### src/rtl/linear_to_log_pipe_pkg.sv
// Shared types and helpers for the linear-to-log2 pipeline.
// Holds the width derivations, the stage-1 record and the log2 fraction LUT generator.
package linear_to_log_pipe_pkg;

   localparam int S1_EXP_MAX  = 8;
   localparam int S1_FRAC_MAX = 16;
   localparam int LUT_IN_MIN  = 1;
   localparam int LUT_IN_MAX  = 16;
   localparam int LUT_OUT_MIN = 1;
   localparam int LUT_OUT_MAX = 20;

   typedef struct packed {
      logic                          sign;
      logic                          zero;
      logic signed [S1_EXP_MAX-1:0]  exp;
      logic        [S1_FRAC_MAX-1:0] frac;
   } s1_rec_t;

   function automatic int exp_w(input int acc_width);
      return $clog2(acc_width) + 1;
   endfunction

   function automatic int log_w(input int acc_width, input int frac_out);
      return exp_w(acc_width) + frac_out;
   endfunction

   // round(log2(1 + idx/2^fin) * 2^fout) by repeated squaring in Q30
   function automatic int log2_frac(input int idx, input int fin,
                                    input int fout);
      longint x;
      int     bits;
      x    = longint'((1 << fin) + idx) << (30 - fin);
      bits = 0;
      for (int i = 0; i <= fout; i++) begin
         x    = (x * x) >>> 30;
         bits = bits << 1;
         if (x >= (longint'(2) << 30)) begin
            bits = bits | 1;
            x    = x >>> 1;
         end
      end
      return (bits + 1) >>> 1;
   endfunction

endpackage

### src/rtl/linear_to_log_pipe_norm.sv
// Leading-one detector with left normalization.
// Returns the MSB position and the FRAC_IN bits just below it, zero-filled.
module leading_one_norm #(
   parameter  int ACC_WIDTH = 16,
   parameter  int FRAC_IN   = 8,
   localparam int PW        = $clog2(ACC_WIDTH)
) (
   input  logic [ACC_WIDTH-1:0] mag,
   output logic [PW-1:0]        pos,
   output logic [FRAC_IN-1:0]   frac,
   output logic                 zero
);

   localparam int WW = ACC_WIDTH + FRAC_IN;

   logic [WW-1:0] wide;
   logic          unused_bits;

   always_comb begin
      pos = '0;
      for (int i = 0; i < ACC_WIDTH; i++) begin
         if (mag[i]) pos = PW'(i);
      end
      zero = (mag == '0);
      wide = {mag, {FRAC_IN{1'b0}}} << (PW'(ACC_WIDTH - 1) - pos);
      frac = wide[WW-2 -: FRAC_IN];
   end

   assign unused_bits = ^{wide[WW-1], wide[WW-2-FRAC_IN:0]};

endmodule

### src/rtl/linear_to_log_pipe.sv
// Two-stage unsigned-magnitude to log2 converter with valid/ready flow.
// Stage 1 normalizes, stage 2 looks up the fraction and forms the result.
module linear_to_log_pipe
   import linear_to_log_pipe_pkg::*;
#(
   parameter  int ACC_WIDTH = 16,
   parameter  int ACC_FRAC  = 8,
   parameter  int FRAC_IN   = 8,
   parameter  int FRAC_OUT  = 7,
   localparam int EXP_W     = exp_w(ACC_WIDTH),
   localparam int LOG_W     = log_w(ACC_WIDTH, FRAC_OUT)
) (
   input  logic                 clock,
   input  logic                 resetn,
   input  logic                 in_valid,
   output logic                 in_ready,
   input  logic                 in_sign,
   input  logic [ACC_WIDTH-1:0] in_mag,
   output logic                 out_valid,
   input  logic                 out_ready,
   output logic                 out_sign,
   output logic                 out_zero,
   output logic [LOG_W-1:0]     out_log
);

   localparam int PW    = $clog2(ACC_WIDTH);
   localparam int LUT_W = FRAC_OUT + 1;

   if (FRAC_IN < LUT_IN_MIN || FRAC_IN > LUT_IN_MAX ||
       FRAC_OUT < LUT_OUT_MIN || FRAC_OUT > LUT_OUT_MAX ||
       EXP_W > S1_EXP_MAX || ACC_WIDTH < 2) begin : g_bad_cfg
      $error("linear_to_log_pipe: unsupported FRAC_IN/FRAC_OUT/ACC_WIDTH");
   end

   logic [LUT_W-1:0] lut_rom [2**FRAC_IN];
   for (genvar g = 0; g < 2**FRAC_IN; g++) begin : g_lut
      assign lut_rom[g] = LUT_W'(log2_frac(g, FRAC_IN, FRAC_OUT));
   end

   logic [PW-1:0]      ln_pos;
   logic [FRAC_IN-1:0] ln_frac;
   logic               ln_zero;

   leading_one_norm #(
      .ACC_WIDTH (ACC_WIDTH),
      .FRAC_IN   (FRAC_IN)
   ) u_norm (
      .mag  (in_mag),
      .pos  (ln_pos),
      .frac (ln_frac),
      .zero (ln_zero)
   );

   logic             s1_load, s2_load;
   logic             s1_valid_q, s1_valid_d;
   logic             s2_valid_q, s2_valid_d;
   s1_rec_t          s1_q, s1_d;
   logic             out_sign_q, out_sign_d;
   logic             out_zero_q, out_zero_d;
   logic [LOG_W-1:0] out_log_q, out_log_d;
   logic [EXP_W-1:0] exp_v;
   logic [LUT_W-1:0] lut_v;
   logic             unused_s1;

   always_comb begin
      s2_load    = !s2_valid_q || out_ready;
      s1_load    = !s1_valid_q || s2_load;
      s1_valid_d = s1_load ? in_valid : s1_valid_q;
      s2_valid_d = s2_load ? s1_valid_q : s2_valid_q;

      exp_v = EXP_W'(ln_pos) - EXP_W'(ACC_FRAC);
      s1_d  = s1_q;
      if (s1_load) begin
         s1_d.sign = in_sign;
         s1_d.zero = ln_zero;
         s1_d.exp  = ln_zero ? '0 : S1_EXP_MAX'($signed(exp_v));
         s1_d.frac = ln_zero ? '0 : S1_FRAC_MAX'(ln_frac);
      end

      lut_v      = lut_rom[s1_q.frac[FRAC_IN-1:0]];
      out_sign_d = out_sign_q;
      out_zero_d = out_zero_q;
      out_log_d  = out_log_q;
      if (s2_load && s1_valid_q) begin
         out_sign_d = s1_q.sign;
         out_zero_d = s1_q.zero;
         // A LUT value of 2^FRAC_OUT carries into the exponent field
         out_log_d  = s1_q.zero ? '0 :
                      {s1_q.exp[EXP_W-1:0], {FRAC_OUT{1'b0}}}
                      + LOG_W'(lut_v);
      end
   end

   always_ff @(posedge clock) begin
      if (!resetn) begin
         s1_valid_q <= 1'b0;
         s2_valid_q <= 1'b0;
         out_sign_q <= 1'b0;
         out_zero_q <= 1'b0;
         out_log_q  <= '0;
      end else begin
         s1_valid_q <= s1_valid_d;
         s2_valid_q <= s2_valid_d;
         out_sign_q <= out_sign_d;
         out_zero_q <= out_zero_d;
         out_log_q  <= out_log_d;
      end
   end

   always_ff @(posedge clock) begin
      s1_q <= s1_d;
   end

   assign unused_s1 = ^s1_q;
   assign in_ready  = s1_load;
   assign out_valid = s2_valid_q;
   assign out_sign  = out_sign_q;
   assign out_zero  = out_zero_q;
   assign out_log   = out_log_q;

endmodule

### config.mk
export PLATFORM = sky130hd
export DESIGN_NAME = linear_to_log_pipe
export DESIGN_NICKNAME = d
export VERILOG_FILES = /design/src/rtl/linear_to_log_pipe_pkg.sv /design/src/rtl/linear_to_log_pipe_norm.sv /design/src/rtl/linear_to_log_pipe.sv
export SDC_FILE = /design/constraint.sdc
export NUM_CORES = 1
export LEC_CHECK = 0
export ABC_AREA = 1
export CORE_ASPECT_RATIO = 0.8
export CORE_MARGIN = 5
export CORE_UTILIZATION = 30
export DETAILED_ROUTE_END_ITERATION = 8
export GPL_TIMING_DRIVEN = 0
export SLEW_MARGIN = 20
export SYNTH_ARGS = -nofsm -noshare
export SYNTH_HDL_FRONTEND = slang
export SYNTH_SLANG_ARGS = --single-unit
### constraint.sdc
create_clock -name clock -period 2.2 [get_ports clock]
set_input_delay 0.33 -clock clock [delete_from_list [all_inputs] [get_ports clock]]
set_output_delay 0.33 -clock clock [all_outputs]
set_load 0.05 [all_outputs]
* Yosys cells after proc, flatten, opt, wreduce, memory -nomap -nowiden
Memories as Yosys holds them, arrays and structs flattened. Cells that the tools add are included.
Cells by class: add/subtract/negate cells 3, order comparisons 1, shift-type cells 1, mux-type cells 18, bitwise operators 1, reduce and logical (&&, ||, !) cells 6
Operators by type and width (count):
- $mux W4 | 8
- $shl A24 B4 Y23 | 1
- $logic_not A16 Y1 | 1
- $mux W8 | 2
- $add A12 B8 Y12 | 1
- $mux W12 | 1
- $mux W3 | 4
- $ge A9 B9 Y1 const B | 1
- $not A8 Y9 | 1
- $sub A4 B4 Y5 const B | 1
- $mux W2 | 2
- $sub A4 B4 Y4 const A | 1
- $logic_not A1 Y1 | 2
- $logic_or A1 B1 Y1 | 2
- $logic_and A1 B1 Y1 | 1
- $mux W1 | 1
Storage, ports and cells: register bits 31, ROM bits 2048, bits of input ports 21, output and inout bits 16, logic and storage cells 40, memories 1
Memory list:
- (no name shown) | depth 256, bits a word 8, rd ports 1, clocked after Yosys merged registers in 0, wr ports 0, RTL line linear_to_log_pipe.sv:80 | lut_v = lut_rom[s1_q.frac[FRAC_IN-1:0]];

* Longest topological paths before layout
Gate-level depths: netlist of the first run.
depth in word-level cells 17, depth in mapped cells 21, mapped depth without buffers 21

* Modules after synthesis
Synthesis of the first run repeated with hierarchy kept, for this count alone.
Second synthesis, totals: cells, all modules 592, area, all modules 3458.3 sq um
By module, submodules not included:
- linear_to_log_pipe | times used 1, cells each 422, area each 2628.8 sq um, sequential area each 740.7 sq um
- leading_one_norm | times used 1, cells each 170, area each 829.5 sq um, sequential area each 0.0 sq um

* Least setup slack after synthesis of the first run
Ideal clock, no wire load.
path kind register to register, from register s2_valid_q (netlist: out_valid), to register s1_q[0] (netlist bit), enable pin, arrival 1461 ps, required time 1652 ps, slack 191 ps, stages on the path, launching flop included 2, buffers on the path 0, clock period less this slack 2009 ps, cell sequence dfxtp_1 > nand3_1
Between the ends: cells in the longest elaborated chain, start to end 3
RTL lines:
- start, declared | RTL line linear_to_log_pipe.sv:56 | logic s2_valid_q, s2_valid_d;
- start signal, assigned | RTL line linear_to_log_pipe.sv:103 | s2_valid_q <= s2_valid_d;
- $logic_not A1 Y1 | RTL line linear_to_log_pipe.sv:66 | s2_load = !s2_valid_q || out_ready;
- $logic_or A1 B1 Y1 | RTL line linear_to_log_pipe.sv:66
- $logic_or A1 B1 Y1 | RTL line linear_to_log_pipe.sv:67 | s1_load = !s1_valid_q || s2_load;
- net in_ready | RTL line linear_to_log_pipe.sv:16 | output logic in_ready,
- end signal, assigned | RTL line linear_to_log_pipe.sv:111 | s1_q <= s1_d;
- end, declared | RTL line linear_to_log_pipe.sv:57 | s1_rec_t s1_q, s1_d;
The timed path passes the listed nets, and every way through them passes these cells. A chain may end at the register's enable or synchronous reset.

* Worst setup path in the final report of the first run
from register s1_q[1] (netlist bit), to register out_log_q[1] (netlist: out_log[1])
Between the ends: cells in the longest elaborated chain, start to end 6
RTL lines:
- $not A8 Y9 (implied by the code) | RTL line linear_to_log_pipe.sv:80
- $mem_v2 Z256 W8
- $mux W8 (implied by the code) (2 in series) | RTL line linear_to_log_pipe.sv:80
- $add A12 B8 Y12 | RTL line linear_to_log_pipe.sv:90 | + LOG_W'(lut_v);
- $mux W12 | RTL line linear_to_log_pipe.sv:88 | out_log_d = s1_q.zero ? '0 :
- end signal, assigned | RTL line linear_to_log_pipe.sv:106 | out_log_q <= out_log_d;
- end, declared | RTL line linear_to_log_pipe.sv:60 | logic [LOG_W-1:0] out_log_q, out_log_d;
No other way between the ends. The select of a mux whose other input is x is not followed.

==> results of run 1 <==
power groups by stage:
stage | clock network (mW) | logic (mW) | registers (mW)
global route | 0.727 | 1.42 | 0.693
floorplan | 0 | 0.708 | 0.746
finish | 0.683 | 1.31 | 0.687
global placement | 0 | 1.11 | 0.696
detailed placement | 0 | 1.09 | 0.696
CTS | 0.695 | 1.13 | 0.674
cells in the final DEF, fill, tap and decap left out, drive strengths merged:
cell	instances
a21oi	44
dlygate4sd2	1
nor3	4
o21ai	33
clkbuf	11
or2	2
nor2	42
o211ai	9
o221ai	3
a31oi	7
o31ai	3
nand2	150
a211o	1
a221oi	2
ha	14
dlymetal6s2s	3
nand3	75
clkinvlp	2
edfxtp	14
clkdlybuf4s50	32
nor4	3
a211oi	1
o2111ai	4
clkinv	2
dfxtp	16
buf	37
nand4	3
inv	66
how the worst max path moves through the flow:
stage / end / from / cells after the start / slack (ns)
2_1_floorplan: s1_q[0] / out_valid / 1 / 0.19
3_3_place_gp: out_log[1] / s1_q[1] / 14 / -0.47
3_5_place_dp: in_ready / out_ready / 4 / -0.45
5_1_grt: out_log[1] / s1_q[1] / 12 / -0.08
4_1_cts: out_log[0] / s1_q[1] / 12 / 0.01
6_report: out_log[1] / s1_q[1] / 11 / 0.1
flip-flops by register name, indices dropped and copies added (netlist names):
name / cells
s1_q: 14
out_log: 12
out_sign: 1
out_valid: 1
out_zero: 1
s1_valid_q: 1
worst max-delay path, delay by kind of cell (launching register included):
kind	cells	cell delay, ns
and+or+nand+nor	5	0.61
AOI/OAI and AO/OA	4	0.56
DFF	1	0.47
adders and majority gates	1	0.20
buffers and inverters	1	0.14
kinds of logic after synthesis:
group           Yosys count  share of synthesized area
compound gates          107                      0.200
fa+ha+maj                14                     0.0564
flops                    30                      0.238
simple gates            279                      0.389
buf+inv                  87                      0.117
per-layer routing:
layer,up-vias,routed length [um],part of all wire
met1,1758,4680,0.43
met2,226,4890,0.45
met5,-,0,0
met4,0,270,0.025
met3,32,936,0.087
li1,1874,-,-
stage by stage:
stage	total power, mW	util	setup WS (ns)	hold slack, ns
floorplan	1.45	-	0.191	0.429
global placement	1.81	0.357	-0.470	0.454
detailed placement	1.79	0.357	-0.453	0.459
CTS	2.50	0.377	0.0118	0.467
global route	2.84	0.411	-0.0768	0.483
finish	2.68	0.411	0.0968	0.470
synth_stat cells:
cell type,n,area share
nand2_1,146,0.18
nand3_1,74,0.12
inv_1,60,0.072
a21oi_1,44,0.071
nor2_1,40,0.048
o21ai_0,33,0.053
dfxtp_1,16,0.10
edfxtp_1,14,0.14
ha_1,14,0.056
o211ai_1,9,0.022
buf_2,7,0.011
a31oi_1,6,0.012
clkbuf_1,5,0.0060
inv_2,5,0.0060
o2111ai_1,4,0.011
buf_4,3,0.0072
clkinv_1,3,0.0036
nand4_1,3,0.0060
nor3_1,3,0.0048
o221ai_1,3,0.0085
o31ai_1,3,0.0072
a221oi_1,2,0.0056
buf_6,2,0.0072
nand2_2,2,0.0040
nand2_4,2,0.0072
nor2_2,2,0.0040
nor4_1,2,0.0040
a211o_1,1,0.0028
a211oi_1,1,0.0024
a31oi_2,1,0.0040
buf_1,1,0.0012
clkbuf_2,1,0.0016
nand3_2,1,0.0032
nor3_2,1,0.0032
nor4_2,1,0.0040
or2_1,1,0.0020
or2_2,1,0.0020
final cells by class:
cell class	count	area, um^2
sequential	30	741
inverter	68	269
multi-input combinational	400	2190
buffer	18	113
clock buffer	6	139
fill	1084	6010
clock inverter	2	12.5
tap	140	175
timing repair buffer	60	551
what timing repair did:
item                                    4_1_cts  5_1_grt
setup buffers                                 5       18
hold buffers                                  0        0
pin swaps                                     0       11
cloned                                        0        1
endpoints found under the setup margin       11       17
resized for setup                             6       67
hold endpoints to repair                      0        0
==> results.json, run 1 <==
{
  "outcome": "complete, no violations",
  "drive_gt1_frac": 0.192,
  "switchingPower_mw": 1.13,
  "wl_per_cell_um": 14.9,
  "antenna_found_initial": 0,
  "syn_area_um2": 3110,
  "clock_latency_ns": 0.27,
  "yosys_warnings": 0,
  "syn-num-nets": 552,
  "grt_util_met1": 0.237,
  "ir_worst_vdd_uv": 278,
  "grt_max_degree": 17,
  "place_area_um2": 3640,
  "ys_seq_area_frac": 0.238,
  "grt_overflow_total": 0,
  "cpMaxStageDelayCell": "edfxtp_1",
  "vias": 3890,
  "pwr-share-seq": 0.257,
  "cts_max_path_buffers": 2,
  "worstSetupPathType": "reg -> reg",
  "numClockSinks": 30,
  "stdcell_area_um2": 4190,
  "cp-end-kind": "flop",
  "crit_chain": "inv_4 -> ha_1 -> nand2_1 -> nand2_1 -> o21ai_0 -> o2111ai_1 -> nand3_1 -> nand3_1 -> a21oi_2 -> a21oi_1 -> nor2_1",
  "avgSynthCellArea_um2": 6.01,
  "min_period_over_period": 0.956,
  "clk_pin_slew_ns": 0.05,
  "grt_usage": 0.167,
  "drtIter0Drc": 384,
  "cts_max_level": 2,
  "reg2reg_slack_ns": 0.1,
  "grt_pass1_vias": 3575,
  "final_nets": 618,
  "syn_inst": 517,
  "hold_end": "out_log[3]",
  "pwr-share-comb": 0.488,
  "finalMaxSlewViolations": 0,
  "power_leakage_nw": 1.92,
  "wl_um": 10800,
  "dp_hpwl_um": 7930,
  "syn2layout_area_growth_pct": 34.9,
  "port_buffers": 36,
  "internal_power_mw": 1.54,
  "core_area_um2": 10200,
  "setup_viol": 0,
  "drtPass1Iterations": 5,
  "gp_congestion": 0.990,
  "vias_per_cell": 5.37,
  "p_per_area_nw_per_um2": 639,
  "worstMarginPinSlew_ns": 0.504,
  "switching_share": 0.423,
  "cap_violations": 0,
  "max_freq_mhz": 475,
  "worstPathRequired_ns": 2.34,
  "met2_usage": 0.261,
  "clkPwrFrac": 0.255,
  "die-height_um": 101,
  "hold_depth": 2,
  "crit_fanout": 6,
  "timing.rr.start": "s1_q[1]",
  "hold_path.startpoint": "out_log[3]",
  "critPathMaxStageDelay_ns": 0.47,
  "grt.busiest_layer": "met2",
  "tns_ns": 0,
  "synth_cell_type_count": 37,
  "drc": 0,
  "grt_pass1_wl_um": 17000,
  "ys_seq_elements": 30,
  "numCtsBuffers": 5,
  "dieArea_um2": 12500,
  "fin_crit_ns": 2.10,
  "startpoint_type": "flop",
  "die_x_um": 124,
  "dp_cells": 693,
  "cp.arrival_ns": 2.25,
  "final_cells": 724,
  "maxSlewHeadroom": 0.663,
  "rsz0062_at_grt": "yes",
  "reg2regPathDepth": 11,
  "cts-root-buf": "clkbuf_16",
  "ios": 37,
  "drtAntennaViolNets": 0,
  "skew_ns": 0.00261,
  "grt_util_met3": 0.0219,
  "r2r_end": "out_log[1]",
  "n_antenna_cell": 0,
  "row_count": 33,
  "initial_utilization": 0.305,
  "hold_viol": 0,
  "cts_tree": "done",
  "min_path_type": "reg -> reg"
}
Power figures use the tool's default switching activity.
==> inputs of run 2 (changes only) <==
--- a/config.mk
+++ b/config.mk
@@ -11,6 +11,7 @@
 export CORE_UTILIZATION = 30
 export DETAILED_ROUTE_END_ITERATION = 8
 export GPL_TIMING_DRIVEN = 0
+export REMOVE_ABC_BUFFERS = 1
 export SLEW_MARGIN = 20
 export SYNTH_ARGS = -nofsm -noshare
 export SYNTH_HDL_FRONTEND = slang
==> run 2 against run 1 <==
Setup slack got worse by 0.032 ns; non-clock buffer count decreased by 13; die area unchanged; critical path type unchanged; worst hold slack got worse by 0.0090 ns; critical endpoint unchanged; register-to-register slack got worse by 0.03 ns; critical path depth increased by 1; total power decreased by 0.38%; largest power group unchanged; sequential power about the same; via count increased by 0.57%; core utilization increased by 1.0 points; highest routed layer unchanged.
==> results.json, run 2 (synthesis results as in run 1) <==
{
  "outcome": "complete, no violations",
  "hold-worst-slack_ns": 0.461,
  "cts-root-buf": "clkbuf_16",
  "numCtsBuffers": 5,
  "timing.rr.start": "s1_q[0]",
  "grt_pass1_vias": 3560,
  "final_nets": 607,
  "core_area_um2": 10200,
  "drtPass1Iterations": 7,
  "power_leakage_nw": 1.98,
  "numClockSinks": 30,
  "grt_usage": 0.162,
  "wl_um": 10800,
  "crit_fanout": 4,
  "drc": 0,
  "cp.arrival_ns": 2.28,
  "reg2reg_slack_ns": 0.06,
  "cts_max_path_buffers": 2,
  "switchingPower_mw": 1.13,
  "grt_overflow_total": 0,
  "clk_pin_slew_ns": 0.05,
  "die_x_um": 124,
  "pre_cts_ws_ns": -0.859,
  "hold_path.startpoint": "out_log[4]",
  "fin_crit_ns": 2.14,
  "switching_share": 0.422,
  "num-fill-cells": 1058,
  "p_per_area_nw_per_um2": 621,
  "holdBufCountCts": 0,
  "max_freq_mhz": 468,
  "initial_utilization": 0.305,
  "clock_latency_ns": 0.27,
  "drive_gt1_frac": 0.213,
  "row_count": 33,
  "n_antenna_cell": 0,
  "die-height_um": 101,
  "skew_ns": 0.00553,
  "port_buffers": 36,
  "wl_per_cell_um": 15.1,
  "cp-end-kind": "flop",
  "dr_wl_met2_um": 5010,
  "gp_congestion": 1.04,
  "final_cell_mix": "124 x nand2_1, 57 x nand3_1, 52 x inv_1",
  "vias": 3912,
  "ir_worst_vdd_uv": 271,
  "pwr-share-comb": 0.493,
  "setup_viol": 0,
  "largest_reg_flops": 14,
  "cts_max_level": 2,
  "drtIter0Drc": 409,
  "reg2regPathDepth": 12,
  "min_period_over_period": 0.971,
  "dp_hpwl_um": 7300,
  "worstPathRequired_ns": 2.35,
  "finalMaxSlewViolations": 0,
  "r2r_end": "out_log[1]",
  "cts_tree": "done",
  "wl_met1_um": 4710,
  "syn2layout_area_growth_pct": 38.3,
  "internal_power_mw": 1.54,
  "pwr-share-seq": 0.257,
  "rsz0062_at_grt": "yes",
  "maxSlewHeadroom": 0.606,
  "layout_commonest_cell": "nand2_1",
  "top_register": "s1_q",
  "utilization": 0.421,
  "route.met3.wl_um": 795,
  "worstSetupPathType": "reg -> reg",
  "worstMarginPinSlew_ns": 0.589,
  "cap_violations": 0,
  "top_layer_used": "met4",
  "layout_setup_ws_ns": 0.0644,
  "dieArea_um2": 12500,
  "min_path_type": "reg -> reg",
  "drtAntennaViolNets": 0,
  "grt_pass1_wl_um": 16700,
  "antenna_found_initial": 0,
  "hold_depth": 2,
  "hold_viol": 0,
  "ios": 37,
  "grt_max_degree": 20,
  "startpoint_type": "flop",
  "vias_per_cell": 5.49,
  "hold_end": "out_log[4]",
  "clkPwrFrac": 0.250
}
[run 2: repair_timing]
item	in CTS	in global routing
pin swaps	1	20
gates resized for setup	14	88
setup endpoints to repair	21	17
setup buffers	12	17
gates cloned	0	2
[run 2: worst max path at each step]
stage / start / to / slack (ns) / depth (start not counted)
2_1_floorplan: s1_q[2] / out_log[2] / -0.14 / 14
3_3_place_gp: s1_q[2] / out_log[2] / -0.88 / 14
3_5_place_dp: s1_q[2] / out_log[2] / -0.86 / 14
4_1_cts: s1_q[1] / out_log[2] / 0.005 / 11
6_report: s1_q[0] / out_log[1] / 0.06 / 12
5_1_grt: s1_q[0] / out_log[1] / -0.05 / 14
[run 2: worst max-delay path: stages (launching register included)]
cell      delay, ns
edfxtp_1       0.49
buf_4          0.20
ha_1           0.21
inv_1          0.10
nand2_1        0.15
nand2_1        0.16
a21oi_1        0.06
nor2_1         0.13
a221oi_2       0.08
a21oi_1        0.19
a21oi_1        0.09
a21oi_1        0.12
nor2_1         0.05
[run 2: through the flow]
stage               setup TNS [ns]  cell area [um^2]  cells  power, mW
floorplan                   -0.157              3000    498       1.42
global placement            -11.72              3530    674       1.73
detailed placement          -11.42              3530    674       1.73
CTS                              0              3820    694       2.47
global route               -0.0709              4300    713       2.84
finish                           0              4300    713       2.67
[run 2: power groups by stage]
stage | clock network (mW) | registers, mW | logic (mW)
2_1_floorplan | 0 | 0.780 | 0.637
3_3_place_gp | 0 | 0.749 | 0.986
3_5_place_dp | 0 | 0.749 | 0.984
4_1_cts | 0.683 | 0.685 | 1.10
5_1_grt | 0.719 | 0.688 | 1.43
6_report | 0.668 | 0.684 | 1.31
[run 2: cell type report]
class	count	area, um^2	area share
Sequential cell	30	741	0.172
Tap cell	140	175	0.0408
Clock buffer	6	139	0.0323
Multi-Input combinational cell	402	2350	0.547
Inverter	68	265	0.0617
Timing Repair Buffer	65	614	0.143
Clock inverter	2	12.5	0.00291
[run 2: per-layer routing]
layer  GRT usage  vias to the layer above
li1            -                     1860
met1       0.227                     1811
met2       0.256                      215
met3      0.0213                       26
met4      0.0536                        0
met5           0                        -
==> inputs of run 3 (changes only) <==
--- a/config.mk
+++ b/config.mk
@@ -12,7 +12,6 @@
 export DETAILED_ROUTE_END_ITERATION = 8
 export GPL_TIMING_DRIVEN = 0
 export REMOVE_ABC_BUFFERS = 1
-export SLEW_MARGIN = 20
 export SYNTH_ARGS = -nofsm -noshare
 export SYNTH_HDL_FRONTEND = slang
 export SYNTH_SLANG_ARGS = --single-unit
==> results of run 3 <==
The final DEF is identical to that of run 2; final timing and power are the same.
